File: src/rtl/hpdl1414_bus_responder.sv
// hpdl1414_bus_responder: snoops an HPDL-1414 write bus into a 16-char shadow buffer and dumps it over UART 8N1.
module hpdl1414_bus_responder #(
  parameter int CLK_HZ = 12000000,
  parameter int BAUD   = 9600
) (
  input  logic       clk,
  input  logic       rst_n,
  input  logic [6:0] hpdl_d,
  input  logic [1:0] hpdl_a,
  input  logic [3:0] hpdl_wr_n,
  input  logic       dump_i,
  output logic       uart_tx,
  output logic       busy,
  output logic       collision,
  output logic [7:0] write_count
);
  localparam int CPB = CLK_HZ / BAUD;
  localparam int CW  = $clog2(CPB);

  typedef enum logic [2:0] {IDLE, LOAD, START, DATA, STOP} state_t;

  logic [6:0] d_s1, d_s2, d_p;
  logic [1:0] a_s1, a_s2, a_p;
  logic [3:0] wr_s1, wr_s2, wr_p;
  logic       dump_s1, dump_s2, dump_p;

  always_ff @(posedge clk or negedge rst_n)
    if (!rst_n) begin
      d_s1 <= '0; d_s2 <= '0; d_p <= '0;
      a_s1 <= '0; a_s2 <= '0; a_p <= '0;
      wr_s1 <= '1; wr_s2 <= '1; wr_p <= '1;
      dump_s1 <= 1'b0; dump_s2 <= 1'b0; dump_p <= 1'b0;
    end else begin
      d_s1 <= hpdl_d; d_s2 <= d_s1; d_p <= d_s2;
      a_s1 <= hpdl_a; a_s2 <= a_s1; a_p <= a_s2;
      wr_s1 <= hpdl_wr_n; wr_s2 <= wr_s1; wr_p <= wr_s2;
      dump_s1 <= dump_i; dump_s2 <= dump_s1; dump_p <= dump_s2;
    end

  logic [3:0] rise;
  logic [1:0] k;
  logic       collide, dump_rise;

  // The prev stage still holds the data seen while WR was low, like the device latch.
  always_comb begin
    rise      = ~wr_p & wr_s2;
    k         = rise[0] ? 2'd0 : rise[1] ? 2'd1 : rise[2] ? 2'd2 : 2'd3;
    collide   = |(rise & (rise - 4'd1));
    dump_rise = dump_s2 & ~dump_p;
  end

  logic [6:0] shadow [16];

  always_ff @(posedge clk or negedge rst_n)
    if (!rst_n) begin
      for (int i = 0; i < 16; i++) shadow[i] <= 7'h20;
      write_count <= '0;
      collision   <= 1'b0;
    end else begin
      if (|rise) begin
        shadow[{k, a_p}] <= d_p;
        write_count      <= write_count + 8'd1;
      end
      collision <= collision | collide;
    end

  state_t        state, state_n;
  logic [CW-1:0] cnt;
  logic [2:0]    bit_idx;
  logic [4:0]    n;
  logic [7:0]    shifter, byte_sel;
  logic          bit_end;

  always_comb begin
    bit_end  = cnt == CW'(CPB - 1);
    byte_sel = n < 5'd16 ? {1'b0, shadow[n[3:0]]} : n == 5'd16 ? 8'h0D : 8'h0A;
    state_n  = state;
    case (state)
      IDLE:    if (dump_rise) state_n = LOAD;
      LOAD:    state_n = START;
      START:   if (bit_end) state_n = DATA;
      DATA:    if (bit_end && bit_idx == 3'd7) state_n = STOP;
      STOP:    if (bit_end) state_n = n == 5'd17 ? IDLE : LOAD;
      default: state_n = IDLE;
    endcase
    uart_tx = state == START ? 1'b0 : state == DATA ? shifter[0] : 1'b1;
    busy    = state != IDLE;
  end

  always_ff @(posedge clk or negedge rst_n)
    if (!rst_n) begin
      state   <= IDLE;
      cnt     <= '0;
      bit_idx <= '0;
      n       <= '0;
      shifter <= '1;
    end else begin
      state <= state_n;
      cnt   <= (state == LOAD || bit_end) ? '0 : cnt + 1'b1;
      if (state == IDLE && dump_rise) n <= '0;
      if (state == LOAD) begin
        shifter <= byte_sel;
        bit_idx <= '0;
      end
      if (state == DATA && bit_end) begin
        shifter <= shifter >> 1;
        bit_idx <= bit_idx + 3'd1;
      end
      if (state == STOP && bit_end) n <= n + 5'd1;
    end
endmodule

File: config.mk
export PLATFORM = sky130hd
export DESIGN_NAME = hpdl1414_bus_responder
export DESIGN_NICKNAME = d
export VERILOG_FILES = /design/src/rtl/hpdl1414_bus_responder.sv
export SDC_FILE = /design/constraint.sdc
export NUM_CORES = 1
export LEC_CHECK = 0
export CORE_MARGIN = 4
export CORE_UTILIZATION = 35
export DETAILED_ROUTE_END_ITERATION = 16
export MAX_ROUTING_LAYER = met4
export SETUP_SLACK_MARGIN = 0.05
export SYNTH_ARGS = -nofsm -noshare
export SYNTH_HDL_FRONTEND = slang
export SYNTH_SLANG_ARGS = --single-unit
File: constraint.sdc
create_clock -name clk -period 2.6 [get_ports clk]
set_input_delay 0.26 -clock clk [delete_from_list [all_inputs] [get_ports clk]]
set_output_delay 0.26 -clock clk [all_outputs]
set_load 0.02 [all_outputs]
==> flow_summary.toml <==
[sta]
finalWorstSetupSlack_ns = 0.422
hold_ws_ns = 0.225
max_freq_mhz = 459
clock-skew-final_ns = 0.0182
rsz0062_at_grt = "false"
finalHoldViolCount = 0
slew_violations = 0
fin_crit_sh_pct = 83.8
fin_crit_ns = 2.18
finalSetupViolCount = 0
tightest_slew_ns = 0.835
fin_tns_setup_ns = 0
slew_headroom_pct = 44.3

[placed_design]
io_buffers = 26
hpwl_um = 11500
dpl_cell_area_um2 = 8930
dp_slack_ns = 0.478
place_congestion = 0.786

[drt]
wl_met1_um = 7890
met2_length_um = 8290
drc = 0
wl_met3_um = 466
drt-initial-drc-count = 233
num_vias = 4754
routed_wl_um = 16800
drt_first_pass_iters = 5
ant_nets = 0
routedWlPerCell_um = 17.7
highest_layer = "met4"
vias_per_cell = 4.99

[global_route]
antenna_found_initial = 0
grt_first_pass_wirelength_um = 28400
grt_overflow = 0
grt_pass1_vias = 5238
track_usage_pct = 14.1
grt_max_degree = 87

[worst_hold_path]
hold_path_depth = 1
min_from = "hpdl_wr_n[0]"
hold_class = "in -> reg"
holdPathEnd = "wr_s1[0]"

[cts]
clk_pin_slew_worst_paths_ns = 0.07
post-cts-setup-buffers = 0
cts_max_level = 4
clk_latency_ns = 0.44
cts_root_buffer = "clkbuf_16"
clockBufferDepth = 2
cts_resized = 0
tritoncts = "done"
cts_num_sinks = 193
cts_made_buffers = 17

[setup_path]
critPathLaunchType = "register"
worst-path-buf-inv = 1
cp_top_family = "buffers and inverters"
critPathMaxFanout = 15
arrival_ns = 1.92
rr_endpoint = "shadow[55]"
crit_path_end_kind = "primary output"
worstSetupPathType = "reg -> out"
rr_startpoint = "wr_s2[0]"
critPathMaxStageDelay_ns = 0.55
reg2reg_setup_slack_ns = 0.45
crit_required_ns = 2.34
cp_cell_sequence = "or3_1 -> clkdlybuf4s50_1"
slowest_stage = "clkdlybuf4s50_1"
reg2regPathDepth = 5

[pwr]
vdd_drop_max_v = 0.000479
power_frac_seq_pct = 51.8
power_frac_comb_pct = 15.8
finalPower_uw = 7860
power_density_nw_per_um2 = 826
swShare_pct = 27.4
power_frac_clock_pct = 32.4
internal_power_uw = 5710
leakage_uw = 0.00389
power_switching_uw = 2160

[logic_synthesis]
synthXorXnorAreaFrac_pct = 1.80
synth_mux_area_share_pct = 24.1
yosys_warnings = 0
synth_nets = 616
ys.flop_type = "dfrtp_1"
synth_common_cells = "157 x dfrtp_1, 120 x mux2_2, 36 x dfstp_2"
synth_area_leaders = "dfrtp_1 47%, mux2_2 16%, dfstp_2 11%"
syn_area_um2 = 8290
async_flop_share_pct = 100
synth.most_common_cell = "dfrtp_1"
synth_top_family_by_area = "multiplexers"
seq_area_frac_synth_pct = 58.8
synth_edf_count = 0
synth_cell_type_count = 51
yosysTopAreaCell = "dfrtp_1"
synth.top_cell.area_share_pct = 47.4
yosys.area_share.simple_pct = 8.18
synth-seq-cells = 193
syn_area_per_cell_um2 = 14.0
syn-instance-count = 592
synth_adder_area_share_pct = 1.33
synth_compound_area_share_pct = 3.46

[die]
start_util_pct = 35.4
rows = 56
dieArea_um2 = 26200
core_area_um2 = 23400
die_width_um = 162
dieHeight_um = 162
ios = 27

[finish]
num_antenna_cells = 0
stdcell_area_um2 = 9520
drive_gt1_share_pct = 37.6
syn_to_final_growth_pct = 14.8
nNetsFinal = 645

[flow_run]
cap_violations = 0

[outcome]
outcome = "completed"
==> flip-flops by register name (all words and copies together), names as in the netlist, 5 cells and up <==
signal / flops
shadow: 112
cnt: 11
n: 5
d_p: 7
d_s1: 7
shifter: 8
write_count: 8
d_s2: 7
==> power by group through the flow <==
stage,combinational [uW],clock (uW),sequential (uW)
after floorplan,874,0,4020
after global placement,1210,0,4090
after detailed placement,1260,0,4120
after CTS,1270,2610,4080
after global routing,1380,2750,4150
final,1240,2550,4080
==> worst max path at each step <==
stage / from / endpoint / slack (ns) / cells past startpoint
floorplan: n[1] / shifter[2] / 0.69 / 8
global placement: wr_s2[1] / shadow[53] / 0.56 / 5
detailed placement: wr_s2[0] / shadow[53] / 0.48 / 5
CTS: state[1] / busy / 0.42 / 2
global route: wr_s2[0] / shadow[53] / 0.30 / 5
finish: state[1] / busy / 0.42 / 2
==> cells in the final DEF (no fill, tap or decap), drive strengths merged, types with 3 or more instances in the layout <==
cell type and n:
o21a 4, nand2b 6, ha 8, o21ai 11, buf 17, xor2 5, clkbuf 20, and3 6
or3 4, nor2b 6, dfrtp 157, xnor2 12, dfstp 36, nand3 16, nand4 4, mux4 22
nor2 38, mux2 120, nor3 7, a31oi 3, a22oi 3, nor4 3, inv 14, clkdlybuf4s50 25
nand2 32, clkinv 3, o2111ai 3, a21oi 9, mux2i 15
==> per-stage QoR <==
| step | instances | util, % |
|---|---|---|
| after floorplan | 592 | - |
| after global placement | 920 | 38.2 |
| after detailed placement | 920 | 38.2 |
| after CTS | 952 | 40.7 |
| after global routing | 952 | 40.7 |
| final | 952 | 40.7 |
==> what timing repair did <==
item,CTS,global route
hold endpoints to repair,67,0
setup endpoints to repair,0,0
hold buffers,1,0
==> logic make-up after synthesis <==
logic type	count (synthesis)
muxes	157
buffers and inverters	40
DFF	193
xor gates and xnor gates	17
and+or+nand+nor	132
AOI/OAI and AO/OA	44
adders and majority gates	9
==> per-layer routing <==
layer / vias up / track usage, %
met3: 17 / 2.97
li1: 2175 / -
met1: 2495 / 18.2
met2: 67 / 22.9
met4: 0 / 3.77
met5: - / -
==> cell type report <==
type	instances	area [um2]
sequential	193	4870
inverter	6	22.5
tap	319	399
fill	2186	13900
timing repair buffer	44	427
multi-input combinational	359	3220
clock inverter	12	134
clock buffer	19	443
(Power assumes the default switching activity.)
